<file path="config.mk">
export PLATFORM = sky130hd
export DESIGN_NAME = if_fetch_unit_flat
export DESIGN_NICKNAME = d
export VERILOG_FILES = /design/src/rtl/if_fetch_unit_pkg.sv /design/src/rtl/if_fetch_unit_if.sv /design/src/rtl/if_fetch_unit.sv /design/src/flat_wrapper.sv
export SDC_FILE = /design/constraint.sdc
export NUM_CORES = 1
export LEC_CHECK = 0
export BUFFER_PORTS_ARGS = -buffer_cell sky130_fd_sc_hd__buf_2
export CAP_MARGIN = 20
export CORE_UTILIZATION = 45
export CTS_BUF_LIST = sky130_fd_sc_hd__clkbuf_8
export DETAILED_ROUTE_END_ITERATION = 8
export PLACE_DENSITY = 0.78
export SYNTH_ARGS = -nofsm -noshare
export SYNTH_HDL_FRONTEND = slang
export SYNTH_SLANG_ARGS = --single-unit
</file>
<file path="constraint.sdc">
create_clock -name clk -period 1.8 [get_ports clk]
set_input_delay 0.36 -clock clk [delete_from_list [all_inputs] [get_ports clk]]
set_output_delay 0.36 -clock clk [all_outputs]
set_load 0.1 [all_outputs]
</file>
<file path="src/rtl/if_fetch_unit_pkg.sv">
// Shared fetch-stage definitions: FSM state encoding, PC step and the NOP filler word.
package if_fetch_unit_pkg;

    typedef enum logic [1:0] {
        FS_REQ  = 2'd0,
        FS_RESP = 2'd1,
        FS_OUT  = 2'd2
    } fetch_state_e;

    localparam logic [31:0] PC_INC          = 32'd4;
    localparam logic [31:0] NOP_INSTRUCTION = 32'h0000_0013;  // addi x0, x0, 0

endpackage

</file>
<file path="src/rtl/if_fetch_unit_if.sv">
// Instruction-memory request/response bus between the fetch unit (master) and imem (slave).
interface if_fetch_unit_if;
    logic        imem_req;
    logic [31:0] imem_addr;
    logic        imem_gnt;
    logic        imem_rvalid;
    logic [31:0] imem_rdata;

    modport master (
        output imem_req, imem_addr,
        input  imem_gnt, imem_rvalid, imem_rdata
    );

    modport slave (
        input  imem_req, imem_addr,
        output imem_gnt, imem_rvalid, imem_rdata
    );
endinterface

</file>
<file path="src/rtl/if_fetch_unit.sv">
// Single-outstanding instruction fetch FSM with redirect/kill handling and IF/ID output register.
// Optional misaligned-target trap enabled by defining IF_MISALIGN_CHECK_EN.
module if_fetch_unit
    import if_fetch_unit_pkg::*;
#(
    parameter logic [31:0] RESET_PC = 32'h0000_0000
) (
    input  logic                   clk,
    input  logic                   rst_n,
    input  logic                   redirect_i,
    input  logic [31:0]            redirect_pc_i,
    input  logic                   if_id_stall_i,
    if_fetch_unit_if.master        imem,
    output logic [31:0]            if_pc_o,
    output logic [31:0]            if_instr_o,
    output logic                   if_valid_o,
    output logic                   if_misaligned_o
);

    fetch_state_e state, state_d;
    logic [31:0]  pc, pc_d;
    logic         kill, kill_d;
    logic         out_valid, valid_d;
    logic [31:0]  out_instr, instr_d;
    logic [31:0]  out_pc, opc_d;
    logic         misaligned;
    logic         gnt_acc;
    logic [31:0]  redirect_tgt;

    // Low address bits never reach the PC; a misaligned target is flagged separately.
    assign redirect_tgt = {redirect_pc_i[31:2], redirect_pc_i[1:0] & 2'b00};

`ifdef IF_MISALIGN_CHECK_EN
    always_ff @(posedge clk) begin
        if (!rst_n)          misaligned <= 1'b0;
        else if (redirect_i) misaligned <= |redirect_pc_i[1:0];
    end
`else
    assign misaligned = 1'b0;
`endif

    // A flagged target parks the FSM in REQ without asserting the request.
    assign imem.imem_req  = (state == FS_REQ) && !misaligned;
    assign imem.imem_addr = pc;
    assign gnt_acc        = imem.imem_req && imem.imem_gnt;

    always_comb begin
        state_d = state;
        pc_d    = pc;
        kill_d  = kill;
        valid_d = out_valid;
        instr_d = out_instr;
        opc_d   = out_pc;

        case (state)
            FS_REQ: begin
                if (gnt_acc) state_d = FS_RESP;
            end
            FS_RESP: begin
                if (imem.imem_rvalid) begin
                    if (kill) begin
                        kill_d  = 1'b0;
                        state_d = FS_REQ;
                    end else begin
                        valid_d = 1'b1;
                        instr_d = imem.imem_rdata;
                        opc_d   = pc;
                        pc_d    = pc + PC_INC;
                        state_d = FS_OUT;
                    end
                end
            end
            FS_OUT: begin
                if (!if_id_stall_i) begin
                    valid_d = 1'b0;
                    instr_d = NOP_INSTRUCTION;
                    opc_d   = '0;
                    state_d = FS_REQ;
                end
            end
            default: state_d = FS_REQ;
        endcase

        // Redirect overrides everything above, stall included.
        if (redirect_i) begin
            pc_d    = redirect_tgt;
            valid_d = 1'b0;
            instr_d = NOP_INSTRUCTION;
            opc_d   = '0;
            case (state)
                FS_REQ: begin
                    state_d = gnt_acc ? FS_RESP : FS_REQ;
                    kill_d  = gnt_acc;
                end
                FS_RESP: begin
                    state_d = imem.imem_rvalid ? FS_REQ : FS_RESP;
                    kill_d  = !imem.imem_rvalid;
                end
                default: begin
                    state_d = FS_REQ;
                    kill_d  = 1'b0;
                end
            endcase
        end
    end

    always_ff @(posedge clk) begin
        if (!rst_n) begin
            state     <= FS_REQ;
            pc        <= RESET_PC;
            kill      <= 1'b0;
            out_valid <= 1'b0;
            out_instr <= NOP_INSTRUCTION;
            out_pc    <= '0;
        end else begin
            state     <= state_d;
            pc        <= pc_d;
            kill      <= kill_d;
            out_valid <= valid_d;
            out_instr <= instr_d;
            out_pc    <= opc_d;
        end
    end

    assign if_pc_o         = out_pc;
    assign if_instr_o      = out_instr;
    assign if_valid_o      = out_valid;
    assign if_misaligned_o = misaligned;

endmodule

</file>
<file path="src/flat_wrapper.sv">
// flat-port wrapper written by rule: the top's interface ports become plain ports
module if_fetch_unit_flat import if_fetch_unit_pkg::*;
#(
    parameter logic [31:0] RESET_PC = 32'h0000_0000
)
  (clk, rst_n, redirect_i, redirect_pc_i, if_id_stall_i, if_pc_o, if_instr_o, if_valid_o, if_misaligned_o, imem_imem_req, imem_imem_addr, imem_imem_gnt, imem_imem_rvalid, imem_imem_rdata);
  if_fetch_unit_if imem_i ();
  input  logic clk;
  input  logic rst_n;
  input  logic redirect_i;
  input  logic [31:0] redirect_pc_i;
  input  logic if_id_stall_i;
  output logic [31:0] if_pc_o;
  output logic [31:0] if_instr_o;
  output logic if_valid_o;
  output logic if_misaligned_o;
  output wire logic [$bits(imem_i.imem_req)-1:0] imem_imem_req;
  output wire logic [$bits(imem_i.imem_addr)-1:0] imem_imem_addr;
  input wire logic [$bits(imem_i.imem_gnt)-1:0] imem_imem_gnt;
  input wire logic [$bits(imem_i.imem_rvalid)-1:0] imem_imem_rvalid;
  input wire logic [$bits(imem_i.imem_rdata)-1:0] imem_imem_rdata;
  assign imem_imem_req = imem_i.imem_req;
  assign imem_imem_addr = imem_i.imem_addr;
  assign imem_i.imem_gnt = imem_imem_gnt;
  assign imem_i.imem_rvalid = imem_imem_rvalid;
  assign imem_i.imem_rdata = imem_imem_rdata;
  if_fetch_unit #(.RESET_PC(RESET_PC)) u_core (.clk(clk), .rst_n(rst_n), .redirect_i(redirect_i), .redirect_pc_i(redirect_pc_i), .if_id_stall_i(if_id_stall_i), .imem(imem_i), .if_pc_o(if_pc_o), .if_instr_o(if_instr_o), .if_valid_o(if_valid_o), .if_misaligned_o(if_misaligned_o));
endmodule
</file>
; ---- Word-level counts from Yosys, hierarchy flattened
; Cells that the tools add are included.
; Widths: inputs -> output; s select.
[word_totals]
ff_bits = 100
out_inout_bits = 99
[op_classes]
n_bitwise = 2
reduce_logical = 12
mux = 29
eq_ne = 9
addsub = 1
[ops]
columns = operator, count
row1 = $mux 32, 10
row2 = $pmux 32 s2, 2
row3 = $add 32x3->32 const B, 1
row4 = $mux 2, 5
row5 = $ne 3x3->1 const B, 3
row6 = $reduce_and 3->1, 3
row7 = $mux 1, 8
row8 = $ne 2x2->1 const B, 4
row9 = $pmux 2 s3, 1
row10 = $reduce_bool 2->1, 3
row11 = $pmux 1 s2, 2
row12 = $pmux 2 s2, 1
row13 = $reduce_and 4->1, 1
row14 = $eq 2x1->1 const B, 1
row15 = $eq 2x2->1 const B, 1
row16 = $logic_not 2->1, 1
row17 = $not 1->1, 2
row18 = $reduce_and 2->1, 1
row19 = $reduce_or 2->1, 1
row20 = $logic_and 1x1->1, 1
row21 = $logic_not 1->1, 1

; ---- Depth between registers and ports, before layout
[logic_depth]
ltp_word = 5
ltp_mapped = 8
ltp_nobuf = 5

; ---- Worst setup path after synthesis
; Ideal clock, no wire load.
[synth_timing]
kind = register -> register
from = reg u_core.pc[7], in the netlist u_core.imem.imem_addr[7]
to = reg u_core.pc[21], in the netlist u_core.imem.imem_addr[21]
n_path_buf = 0
stages_incl_launch_ff = 5
period_less_slack_ns = 2.743
arrival_time_ns = 2.626
slack_ns = -0.943
cell_sequence = dfxtp_1 nand3_1 or4_4 or4_1 o2111a_1
[synth_via]
elab_chain_cells = 5
[synth_rtl]
columns = element, line
row1 = start: declaration, if_fetch_unit.sv:21  ; logic [31:0] pc, pc_d;
row2 = start signal: assignment, if_fetch_unit.sv:117  ; pc <= pc_d;
row3 = $add 32x3->32, if_fetch_unit.sv:68  ; pc_d = pc + PC_INC;
row4 = $mux 32, if_fetch_unit.sv:61  ; if (kill) begin
row5 = $mux 32, if_fetch_unit.sv:60  ; if (imem.imem_rvalid) begin
row6 = $mux 32, if_fetch_unit.sv:55  ; case (state)
row7 = $mux 32, if_fetch_unit.sv:85  ; if (redirect_i) begin
; Every way passes these cells. The select of a mux whose other input is x is not followed.
; A chain may end at the register's enable or synchronous reset.

; ---- Worst setup path after layout
[layout_timing]
from = reg u_core.pc[12], in the netlist u_core.imem.imem_addr[12]
to = reg u_core.pc[21], in the netlist u_core.imem.imem_addr[21]
; The elaborated chain is that of the path after synthesis.

==> key figures <==
Flow run
  – Maxcap violations: 0

Setup path
  – Critical path fanouts, max: 4
  – Crit path capture type: register
  – Worst Reg-to-Reg Cells: 4
  – CP cell instances: nand4_1 > or4_4 > or4_1 > o2111a_1
  – Worst R2R End: u_core.imem.imem_addr[21]$_SDFFE_PN0P_
  – Critical Path RT: between 2 and 2.5 ns
  – CP max-delay cell: or4_4
  – Reg2reg start: u_core.imem.imem_addr[12]$_SDFFE_PN0P_
  – Reg-to-reg setup timing slack: -0.04 ns
  – CP Capture Point: u_core.imem.imem_addr[21]$_SDFFE_PN0P_
  – CP max stage delay: between 0.5 and 0.6 ns
  – Crit. Startpoint: u_core.imem.imem_addr[12]$_SDFFE_PN0P_
  – Worst Setup Start Kind: register
  – Critical path class: reg -> reg
  – CP arrival: 2.10 ns

GRT
  – Total Routing Usage GR: 0.2658
  – Initial antenna violation count: 0
  – Largest net degree at the start of global routing: 51
  – Vias in the first global route: around 4100
  – Gr ovfl total: 0
  – Global-route wire length before repair: approximately 20 mm

Power and ir drop
  – Leakage: 2.447 nW
  – Peak VDD IR: about 590 uV
  – Power per cell area: between 800 and 900 nW/um2

Layout
  – P&R area growth vs syn: 38.31%
  – Footprint of the multi-input gates: 2122 um2
  – Fillers: around 730
  – FF+latch area: ~2000 um2
  – Fin area: approximately 5700 um2
  – Layout cells sized above 1: 0.4081
  – Diodes inserted: 0
  – Finished Layout Cells: 772
  – Post-layout nets: 730

Route
  – Antenna-violating nets left: 0
  – DR iter-0 viols: roughly 310
  – Routed WL: approximately 13 mm
  – DRT Pass-1 Iters: 8
  – DRC errors left: 10
  – Vias per cell: between 5 and 6
  – Via Count: 4453
  – WL per Instance: 16.81 um

Clock network
  – Post-CTS Hold Fix Bufs: 0
  – Worst-path clk slew: 0.10 ns
  – Longest Clk Path Bufs: 2
  – Clk_lat worst skew: about 0.36 ns
  – Root Driver: clkbuf_8
  – CTS buffer count: 9
  – H-tree depth: 3
  – Clock Sinks: 96
  – CTS tree: yes

Placement
  – Gpl congestion: approximately 0.85
  – Hpwl dp: about 9.2 mm
  – Placed Cells incl. Taps: 754
  – Post-place instance area: ~5400 um2
  – Port-buffer cells: between 150 and 200

Timing
  – Worst Skew: 0.01147 ns
  – Final Max Slew Viols: 0
  – Max Clk Rate: around 0.54 GHz
  – Fin worst setup slack: -0.04200 ns
  – Final worst path period share: 1.023
  – Endpoints failing setup: 2
  – Post-layout min period: roughly 1.8 ns
  – Final Hold Fails: 0
  – Unrepaired setup endpoints after global routing: yes
  – Min Hold Slack: 0.2142 ns

Floorplanning
  – Full die area: between 9000 and 10000 um2
  – Die height: between 90 and 100 um
  – Die W: a little under 100 um
  – FP Rows: 34
  – Core area: slightly below 9000 um2
  – Initial Util: 0.4695
  – I/O pin total: 169

Logic synthesis
  – Post-synth ARST share: 0
  – Number of synthesized flops with an enable pin: 0
  – Post-synthesis sequential area ratio: 0.4627
  – Top FF cell, synth: dfxtp_1
  – Yosys top cell area share: 0.4627
  – Top cells by area, synth: dfxtp_1, a22oi_1, nor2_1
  – Largest area contributor in the netlist: dfxtp_1
  – Post-synth cell types: between 50 and 60
  – Yosys reg bits: 96
  – Mapped Cells: around 480
  – Post-synth top cells: dfxtp_1, nor2_1, a22oi_1
  – Synthesized area per cell: 8.709 um2
  – Count leader, synth: dfxtp_1
  – Ys Warns: 0
  – Post-Syn Area: between 4000 and 5000 um2

Status
  – Status: complete, but fails checks
  – Failing checks: design-rule violations, negative setup slack

Hold path
  – HP Class: in -> reg
[placed cells by master (no fill, tap or decap), types with 9 or more instances in the layout]
cell      synthesis  final
buf_2             3    160
buf_4             5     48
nand2_1          31     29
clkbuf_8          0      9
a22oi_1          55     55
dfxtp_4           0     20
o21ai_0          24     24
a21oi_1          16     16
nand3_1          11      9
dfxtp_1          96     71
nor2_1           66     65
nand4_1          17     17
[worst min-delay path by stage]
stage | from | end | slack, ns | cells past startpoint
4_1_cts | redirect_pc_i[2] | u_core.imem.imem_addr[2]$_SDFFE_PN0P_ | 0.21 | 2
6_report | redirect_pc_i[2] | u_core.imem.imem_addr[2]$_SDFFE_PN0P_ | 0.21 | 2
3_5_place_dp | u_core.if_pc_o[14]$_SDFFE_PP0P_ | u_core.if_pc_o[14]$_SDFFE_PP0P_ | 0.44 | 2
3_3_place_gp | u_core.if_pc_o[14]$_SDFFE_PP0P_ | u_core.if_pc_o[14]$_SDFFE_PP0P_ | 0.44 | 2
5_1_grt | redirect_pc_i[2] | u_core.imem.imem_addr[2]$_SDFFE_PN0P_ | 0.22 | 2
2_1_floorplan | u_core.kill$_SDFFE_PN0P_ | u_core.kill$_SDFFE_PN0P_ | 0.45 | 2
[where the power goes]
part,internal [W],switching (W)
registers,0.00219,0.0000839
logic,0.000286,0.000867
clock network,0.000927,0.000791
[logic make-up (layout without fill, tap and decap cells)]
group,after synthesis,count (layout),synth area share
buffers and inverters,48,231,0.05120
adders and majority gates,1,1,0.003012
xor gates and xnor gates,10,10,0.02109
other,1,5,0.0009027
AOI/OAI and AO/OA,134,134,0.2250
and+or+nand+nor,187,187,0.2361
DFF,96,96,0.4626
[metal layers]
metal,share of wire,vias to the layer above,track usage,wire length [um]
li1,-,2130,-,-
met1,0.43,2101,0.3489,5581
met2,0.48,206,0.4377,6228
met3,0.075,16,0.05297,968
met4,0.016,0,0.08741,203
met5,0,-,0,0
[area by class of cell]
type / count / area share
multi-input cells: 337 / 0.3693
flip-flops and latches: 96 / 0.3486
repair buffers: 212 / 0.2145
well taps: 108 / 0.02352
clock buffers: 9 / 0.02156
clock inverters: 7 / 0.02047
inverters: 3 / 0.001960
[flip-flops by register name, summed over array words and instances, names as in the netlist]
| register | flops |
|---|---|
| u_core.if_instr_o | 32 |
| u_core.if_pc_o | 30 |
| u_core.imem.imem_addr | 30 |
| u_core.state | 2 |
| u_core.if_valid_o | 1 |
| u_core.kill | 1 |
[worst max-delay path, delay by kind of cell, from the launching register on]
kind | cells | cell delay [ns]
AO/OA/AOI/OAI | 1 | 0.25
AND/OR/NAND/NOR | 3 | 1.12
flip-flops | 1 | 0.36
[metrics by stage]
| step | power [W] | worst slack, ns | setup TNS, ns | utilization |
|---|---|---|---|---|
| CTS | 0.005147 | -0.01866 | -0.01866 | 0.6432 |
| floorplan | 0.003170 | -0.3265 | -1.445 | - |
| global route | 0.005307 | -0.06234 | -0.1543 | 0.6493 |
| detailed placement | 0.003454 | -0.1011 | -0.3332 | 0.6137 |
| global placement | 0.003433 | -0.05992 | -0.06604 | 0.6137 |
| finish | 0.005146 | -0.04200 | -0.05726 | 0.6493 |
[repair_timing]
action | in CTS | in global routing
resized for setup | 3 | 10
pin swaps | 2 | 2
setup endpoints to repair | 4 | 24
buffers inserted | 1 | 1
Power figures use the tool's default switching activity.
